[config.mk]
export PLATFORM = sky130hd
export DESIGN_NAME = i2c_ball_tx_sequencer
export DESIGN_NICKNAME = d
export VERILOG_FILES = /design/src/rtl/i2c_ball_tx_sequencer.sv
export SDC_FILE = /design/constraint.sdc
export NUM_CORES = 1
export LEC_CHECK = 0
export CORE_MARGIN = 4
export CORE_UTILIZATION = 56
export CTS_BUF_LIST = sky130_fd_sc_hd__clkbuf_8
export CTS_CLUSTER_SIZE = 14
export DETAILED_ROUTE_END_ITERATION = 12
export GPL_ROUTABILITY_DRIVEN = 0
export PLACE_DENSITY = 0.91
export SKIP_CTS_REPAIR_TIMING = 1
export SYNTH_ARGS = -nofsm -noshare
export SYNTH_HDL_FRONTEND = slang
export SYNTH_SLANG_ARGS = --single-unit
[constraint.sdc]
create_clock -name clk -period 2.9 [get_ports clk]
set_clock_uncertainty 0.2 [all_clocks]
set_input_delay 0.87 -clock clk [delete_from_list [all_inputs] [get_ports clk]]
set_output_delay 0.87 -clock clk [all_outputs]
set_load 0.02 [all_outputs]
[src/rtl/i2c_ball_tx_sequencer.sv]
// i2c_ball_tx_sequencer: sends one 6-byte ball-state packet through the shared I2C master per accepted trigger, with NACK retry and sticky error.
module i2c_ball_tx_sequencer #(
    parameter logic [6:0] SLAVE_ADDR = 7'h3C,
    parameter int         MAX_RETRY  = 3,
    parameter int         RETRY_GAP  = 1000
) (
    input  logic       clk,
    input  logic       reset,
    input  logic       ball_send_trigger,
    input  logic [9:0] ball_y,
    input  logic [7:0] ball_vy,
    input  logic [1:0] gravity_counter,
    input  logic       is_collusion,
    input  logic       is_ball_moving_left,
    input  logic       responsing_i2c,
    input  logic       ready,
    input  logic       tx_done,
    input  logic       tx_nack,
    output logic       start,
    output logic       stop,
    output logic       i2c_en,
    output logic [7:0] tx_data,
    output logic       is_transfer,
    output logic       is_i2c_master_done,
    output logic       err_flag
);
    typedef enum logic [2:0] {IDLE, START, WAIT_RDY, SEND, WAIT_BYTE, STOP, WAIT_STOP, BACKOFF} state_t;
    typedef struct packed {
        logic [9:0] y;
        logic [7:0] vy;
        logic [1:0] grav;
        logic       coll;
    } ball_t;
    localparam int CW = RETRY_GAP > 1 ? $clog2(RETRY_GAP) : 1;

    state_t        state, state_nx;
    ball_t         pend_buf, act_buf;
    logic          pend, nack_seen, err_q;
    logic [2:0]    idx, retry;
    logic [CW-1:0] gap_cnt;
    logic          accept, launch, byte_last, stop_done, retry_ok, gap_done;
    logic [7:0]    cur_byte;

    assign accept    = ball_send_trigger && is_ball_moving_left;
    assign launch    = state == IDLE && pend && !responsing_i2c && ready;
    assign byte_last = idx == 3'd5;
    assign stop_done = state == WAIT_STOP && ready;
    assign retry_ok  = retry < 3'(MAX_RETRY);
    assign gap_done  = gap_cnt == CW'(RETRY_GAP - 1);
    assign cur_byte  = idx == 3'd0 ? {SLAVE_ADDR, 1'b0} :
                       idx == 3'd1 ? act_buf.y[7:0] :
                       idx == 3'd2 ? {6'b0, act_buf.y[9:8]} :
                       idx == 3'd3 ? act_buf.vy :
                       idx == 3'd4 ? {6'b0, act_buf.grav} : {7'b0, act_buf.coll};

    always_ff @(posedge clk) begin
        if (reset) state <= IDLE;
        else       state <= state_nx;
    end

    // Pending buffer is latest-wins; the active buffer only changes on launch so retries resend it.
    always_ff @(posedge clk) begin
        if (reset) begin
            pend      <= 1'b0;
            pend_buf  <= '0;
            act_buf   <= '0;
            idx       <= '0;
            retry     <= '0;
            nack_seen <= 1'b0;
            gap_cnt   <= '0;
            err_q     <= 1'b0;
        end else begin
            pend <= accept || (pend && !launch);
            if (accept) pend_buf <= {ball_y, ball_vy, gravity_counter, is_collusion};
            if (launch) begin
                act_buf <= pend_buf;
                idx     <= '0;
                retry   <= '0;
            end
            if (state == WAIT_BYTE && tx_done) begin
                nack_seen <= tx_nack;
                if (!tx_nack && !byte_last) idx <= idx + 3'd1;
            end
            if (stop_done && nack_seen) begin
                if (retry_ok) begin
                    retry <= retry + 3'd1;
                    idx   <= '0;
                end else begin
                    err_q <= 1'b1;
                end
            end
            gap_cnt <= state != BACKOFF ? '0 : gap_done ? gap_cnt : gap_cnt + CW'(1);
        end
    end

    always_comb begin
        state_nx = state;
        case (state)
            IDLE:      state_nx = launch ? START : IDLE;
            START:     state_nx = ready ? WAIT_RDY : START;
            WAIT_RDY:  state_nx = ready ? SEND : WAIT_RDY;
            SEND:      state_nx = WAIT_BYTE;
            WAIT_BYTE: state_nx = !tx_done ? WAIT_BYTE : (tx_nack || byte_last) ? STOP : WAIT_RDY;
            STOP:      state_nx = ready ? WAIT_STOP : STOP;
            WAIT_STOP: state_nx = !ready ? WAIT_STOP : (nack_seen && retry_ok) ? BACKOFF : IDLE;
            BACKOFF:   state_nx = gap_done && !responsing_i2c ? START : BACKOFF;
            default:   state_nx = IDLE;
        endcase
    end

    always_comb begin
        start              = state == START && ready;
        stop               = state == STOP && ready;
        i2c_en             = state == SEND;
        tx_data            = (state == SEND || state == WAIT_BYTE) ? cur_byte : 8'h00;
        is_transfer        = state != IDLE;
        is_i2c_master_done = stop_done && !nack_seen;
        err_flag           = err_q;
    end
endmodule

==> results.yml, run 1 <==
worst_setup_path:
  crit_chain: "inv_2, ha_2, nor2b_4, buf_12, a21oi_1, o21ai_1, a221oi_1, buf_2"
  timing.rr.start: "state[2]"
  crit_fanout: 4
  cpMaxStageDelayCell: "dfxtp_2"
  r2r-end: "retry[0]"
  critPathLaunch: "idx[0]"
  arrival_ns: 1.92
  critPathKind: "flop to output pin"
  end_kind: "output pin"
  max_stage_delay_ns: 0.36
  reg2reg_setup_slack_ns: 0.99
  cp-start-kind: "flop"
  rr_worst_depth: 6
  crit_required_ns: 1.83
  crit_end: "tx_data[0]"
routing:
  antenna_left: 0
  drt_iter0_markers: 250
  wl_microns: 7529
  routed_via_density: 5.592
  drt-wirelength-per-cell_microns: 15.59
  firstDrtPassIters: 5
  vias: 2701
  drcViolationCount: 0
layout:
  num-fill-cells: 321
  layout_commonest_cell: "nand2_1"
  drive_gt1_share_pct: 19.95
  layout_common_cells: "99 x nand2_1, 61 x dfxtp_1, 51 x a21oi_1"
  area_delta_synth_final_pct: 30.64
  fin_area_sq_mm: 0.003724
  multi_input_area_sq_mm: 0.001530
  seq_area_sq_mm: 0.001287
  finalNetCount: 447
  antenna_cells: 0
  fin_util_pct: 77.30
floorplanning:
  fp.dieW_microns: 79.34
  std_cell_rows: 25
  ios: 43
  die_y_microns: 79.34
  core_region_area_sq_mm: 0.004817
  dieArea_sq_mm: 0.006295
  initial_core_util_pct: 59.17
power:
  powerDensity_mw_per_mm2: 509.4
  leakage_uw: 0.001377
  irDropWorstVdd_v: 0.0004196
logic_synthesis:
  synth_area_leaders: "dfxtp_1 45%, nand2_1 14%, a21oi_1 9.0%"
  synth_flop_cell: "dfxtp_1"
  synth_top_area_share_pct: 44.95
  yosys.area.top_type: "dfxtp_1"
  yosysSeqAreaShare_pct: 44.95
  ys_seq_elements: 64
  synth-edff-count: 0
  ys_types: 50
  synth_area_per_cell_sq_um: 8.006
  ys_warn_count: 0
  synth_fp_nets: 392
  async_reset_ff_share_pct: 0
  syn-cell-area_sq_mm: 0.002850
  synthCells: 356
global_route:
  globalRouteOverflowTotal: 0
  track_usage_pct: 23.25
  antenna_found_initial: 0
  grt_pass1_vias: 2555
  grt_max_degree: 56
  grt_pass1_wl_microns: 11360
hold_path:
  holdPathStages: 2
  hold_class: "flop to flop"
flow_run:
  drv_cap: 0
sta:
  fmax_ghz: 0.3345
  holdWs_ns: 0.2528
  maxSlewHeadroom_pct: 53.68
  fin_crit_sh_pct: 103.1
  tightestPinTransition_ns: 0.6931
  finalHoldViolations: 0
  finalCriticalPeriod_ns: 2.990
  setup_viol: 3
  slew_violations: 0
  rsz0062_at_grt: "true"
  worst_slack_ns: -0.08975
clock_tree:
  cts_sinks: 64
  cts_tree: "done"
  clk_latency_ns: 0.36
  clkTransAtPathRegs_ns: 0.07
  root_buffer: "clkbuf_8"
  clockBufferDepth: 2
  cts_max_level: 3
  cts_buffers: 9
status:
  status: "finished, violations left"
  failed_checks: "setup timing"
place:
  dp_slack_ns: -0.5018
  dp_hpwl_microns: 4666
  numPortBuffers: 42
  dpl_cell_area_sq_mm: 0.003403
[cells by family after synthesis]
logic type	count (synthesis)	share of synthesized area, %
xor gates and xnor gates	6	1.844
adders and majority gates	7	3.073
and+or+nand+nor	168	28.14
muxes	3	1.097
DFF	64	44.95
AOI/OAI and AO/OA	77	15.93
buffers and inverters	31	4.961
[worst max-delay path, delay by kind of cell, from the launching register on]
family | cells | cell delay [ns]
buffers and inverters | 3 | 0.41
flip-flops | 1 | 0.36
AO/OA/AOI/OAI | 3 | 0.48
adder cells (fa/ha/maj) | 1 | 0.16
AND/OR/NAND/NOR | 1 | 0.14
[per-layer routing]
layer / part of all wire, % / track usage (%) / up-vias / wire length (microns)
met1: 40 / 26.10 / 1243 / 2984
met2: 51 / 40.15 / 125 / 3845
met3: 6.3 / 5.215 / 22 / 476
met5: 0 / 0 / - / 0
li1: - / - / 1311 / -
met4: 2.9 / 13.57 / 0 / 222
[cell type report]
class	instances	share of cell area, %
Inverter	12	1.210
Clock inverter	6	2.050
Tap cell	67	2.251
Multi-Input combinational cell	261	41.10
Clock buffer	10	3.696
Timing Repair Buffer	63	15.12
Sequential cell	64	34.58
[where the power goes]
group	internal, uW	switching (uW)	total [uW]
logic	70.9	76.0	147
registers	896	10.7	907
clock network	497	346	843
total	1460	433	1900
[flip-flops by register name, summed over array words and instances, names as in the netlist]
register	cells
act_buf	21
err_flag	1
gap_cnt	10
idx	3
nack_seen	1
pend	1
pend_buf	21
retry	3
state	3
[worst min-delay path by stage]
| stage | from | endpoint | slack, ns |
|---|---|---|---|
| after floorplan | act_buf[2] | act_buf[2] | 0.23 |
| after global placement | pend_buf[9] | act_buf[9] | 0.24 |
| after detailed placement | pend_buf[6] | act_buf[6] | 0.25 |
| after CTS | pend_buf[13] | act_buf[13] | 0.25 |
| after global routing | pend_buf[13] | act_buf[13] | 0.26 |
| final | pend_buf[13] | act_buf[13] | 0.25 |
[cell usage after synthesis (2+ instances only)]
| library cell | count |
|---|---|
| nand2_1 | 105 |
| clkbuf_1 | 12 |
| mux2i_1 | 2 |
| nor2_1 | 19 |
| nand3_1 | 9 |
| inv_2 | 2 |
| nand3b_1 | 2 |
| o21ai_1 | 2 |
| a21oi_1 | 51 |
| xnor2_1 | 4 |
| nor2b_1 | 3 |
| a211oi_1 | 3 |
| o41ai_2 | 2 |
| nand2b_1 | 3 |
| inv_1 | 10 |
| and4b_1 | 2 |
| nor3_1 | 5 |
| a31oi_1 | 7 |
| a22oi_1 | 3 |
| or3_1 | 2 |
| xor2_1 | 2 |
| o22ai_1 | 2 |
| a31o_1 | 2 |
| buf_4 | 4 |
| and3_1 | 3 |
| buf_2 | 2 |
| ha_1 | 7 |
| dfxtp_1 | 64 |
[per-stage QoR]
| stage | power, uW | setup TNS, ns | instances |
|---|---|---|---|
| floorplan | 999.5 | 0 | 356 |
| global placement | 1066 | -2.646 | 466 |
| detailed placement | 1069 | -3.000 | 466 |
| CTS | 1881 | -6.204 | 482 |
| global route | 1951 | -0.7697 | 483 |
| finish | 1897 | -0.1427 | 483 |
(Power assumes the default switching activity.)
==> run 2: changes to the inputs <==
- CAP_MARGIN: not set -> 0
- CORE_UTILIZATION: 56 -> 48
- PLACE_DENSITY: 0.91 -> 0.81
- clock period: 2.9 -> 3.8 ns (I/O delays scaled with it)
==> run 2 against run 1 <==
- the flow now finishes without violations
- cell count is 1.7% lower
- worst setup slack better by 0.14 ns
- design area is 4.7% lower
- core utilization shrank 14 points
- total power down 27%
- sequential share of layout area increased by 1.5 points
- non-clock buffer count decreased by 13
- critical path type unchanged
==> results.yml, run 2 (synthesized netlist as in run 1, its figures left out) <==
clock_tree:
  cts_sinks: 64
  cts_max_level: 3
  root_buffer: "clkbuf_8"
  cts_buffers: 9
  clockBufferDepth: 2
  cts_tree: "done"
  clkTransAtPathRegs_ns: 0.07
  clk_latency_ns: 0.34
power:
  power_frac_seq_pct: 50.4
  p_total_uw: 1380
  clockPowerShare_pct: 42.2
  comb_power_share_pct: 7.4
  p_int_uw: 1067
  switchingPower_uw: 313.0
  leakage_uw: 0.001406
  power.share.switching_pct: 22.68
  powerDensity_mw_per_mm2: 388.8
  irDropWorstVdd_v: 0.0002254
layout:
  finalNonFillerCells: 475
  drive_gt1_share_pct: 9.429
  antenna_cells: 0
  top_regs: "act_buf: 21 flops, pend_buf: 21 flops, gap_cnt: 10 flops"
  area_delta_synth_final_pct: 24.54
  finalNetCount: 434
  layout_common_cells: "105 x nand2_1, 64 x dfxtp_1, 51 x a21oi_1"
  layout_commonest_cell: "nand2_1"
worst_setup_path:
  max_stage_delay_ns: 0.66
  critPathKind: "flop to output pin"
  crit_fanout: 11
  cp-start-kind: "flop"
  end_kind: "output pin"
  crit_required_ns: 2.46
  crit_chain: "inv_1, ha_1, nor2b_2, a21oi_1, a221oi_1, clkdlybuf4s50_1"
  cpMaxStageDelayCell: "clkdlybuf4s50_1"
  arrival_ns: 2.41
global_route:
  grt_pass1_wl_microns: 10270
  grt_max_degree: 56
  globalRouteOverflowTotal: 0
  track_usage_pct: 17.84
  grt_pass1_vias: 2311
  antenna_found_initial: 0
flow_run:
  drv_cap: 0
sta:
  fin_crit_sh_pct: 98.79
  tightestPinTransition_ns: 0.7059
  setup_viol: 0
  finalCriticalPeriod_ns: 3.754
  slew_violations: 0
  fmax_ghz: 0.2664
  finalHoldViolations: 0
  maxSlewHeadroom_pct: 52.83
  tns_ns: 0
  rsz0062_at_grt: "true"
floorplanning:
  die_y_microns: 85.06
  dieArea_sq_mm: 0.007235
  ios: 43
  std_cell_rows: 27
  initial_core_util_pct: 50.52
  fp.dieW_microns: 85.06
  core_region_area_sq_mm: 0.005642
routing:
  drt-wirelength-per-cell_microns: 13.26
  firstDrtPassIters: 5
  drcViolationCount: 0
  wl_microns: 6297
  vias: 2514
  antenna_left: 0
  routed_via_density: 5.293
  drt_iter0_markers: 127
hold_path:
  hold_class: "flop to flop"
place:
  dp_hpwl_microns: 4237
  numPlacedInstances: 458
  numPortBuffers: 42
status:
  status: "finished, final reports clean"
run 2: final cells by class:
class	count	area (sq um)
inverter	12	45.04
fill	462	2092
sequential	64	1281
multi-input combinational	261	1439
tap	72	90.09
timing repair buffer	50	495.5
clock inverter	5	47.55
clock buffer	11	151.4
run 2: power by group through the flow:
stage | logic, uW | clock network, uW | registers, uW
floorplan | 56.5 | 0 | 706
global placement | 99.3 | 0 | 710
detailed placement | 101 | 0 | 711
CTS | 102 | 589 | 696
global route | 112 | 618 | 697
finish | 102 | 583 | 696
run 2: worst max-delay path: cells and delay by family, from the launching register on:
| kind | cells | cell delay, ns |
|---|---|---|
| buf+inv | 2 | 0.74 |
| simple gates | 1 | 0.42 |
| compound gates | 2 | 0.40 |
| flops | 1 | 0.34 |
| fa+ha+maj | 1 | 0.16 |
run 2: metal layers:
layer / track usage, % / part of all wire, % / vias to the layer above
li1: - / - / 1289
met1: 20.77 / 44 / 1155
met2: 29.80 / 48 / 56
met3: 5.728 / 5.8 / 14
met4: 8.058 / 2.0 / 0
met5: 0 / 0 / -
run 2: path summary, 6_finish.rpt:
| path | from | end | slack [ns] | cells after the start |
|---|---|---|---|---|
| max | idx[1] | tx_data[0] | 0.05 | 6 |
| min | pend_buf[17] | act_buf[17] | 0.25 | 2 |
| max reg2reg | gap_cnt[0] | state[1] | 1.88 | 5 |
| min reg2reg | pend_buf[17] | act_buf[17] | 0.25 | 2 |
run 2: metrics by stage:
stage	setup WS [ns]	util, %	hold slack [ns]	instance area, sq um
2_1_floorplan	0.7441	-	0.2315	2850
3_3_place_gp	-0.1158	58.70	0.2382	3312
3_5_place_dp	-0.1648	58.70	0.2447	3312
4_1_cts	-0.1758	62.23	0.2521	3511
5_1_grt	-0.09619	62.92	0.2631	3550
6_report	0.04613	62.92	0.2487	3550
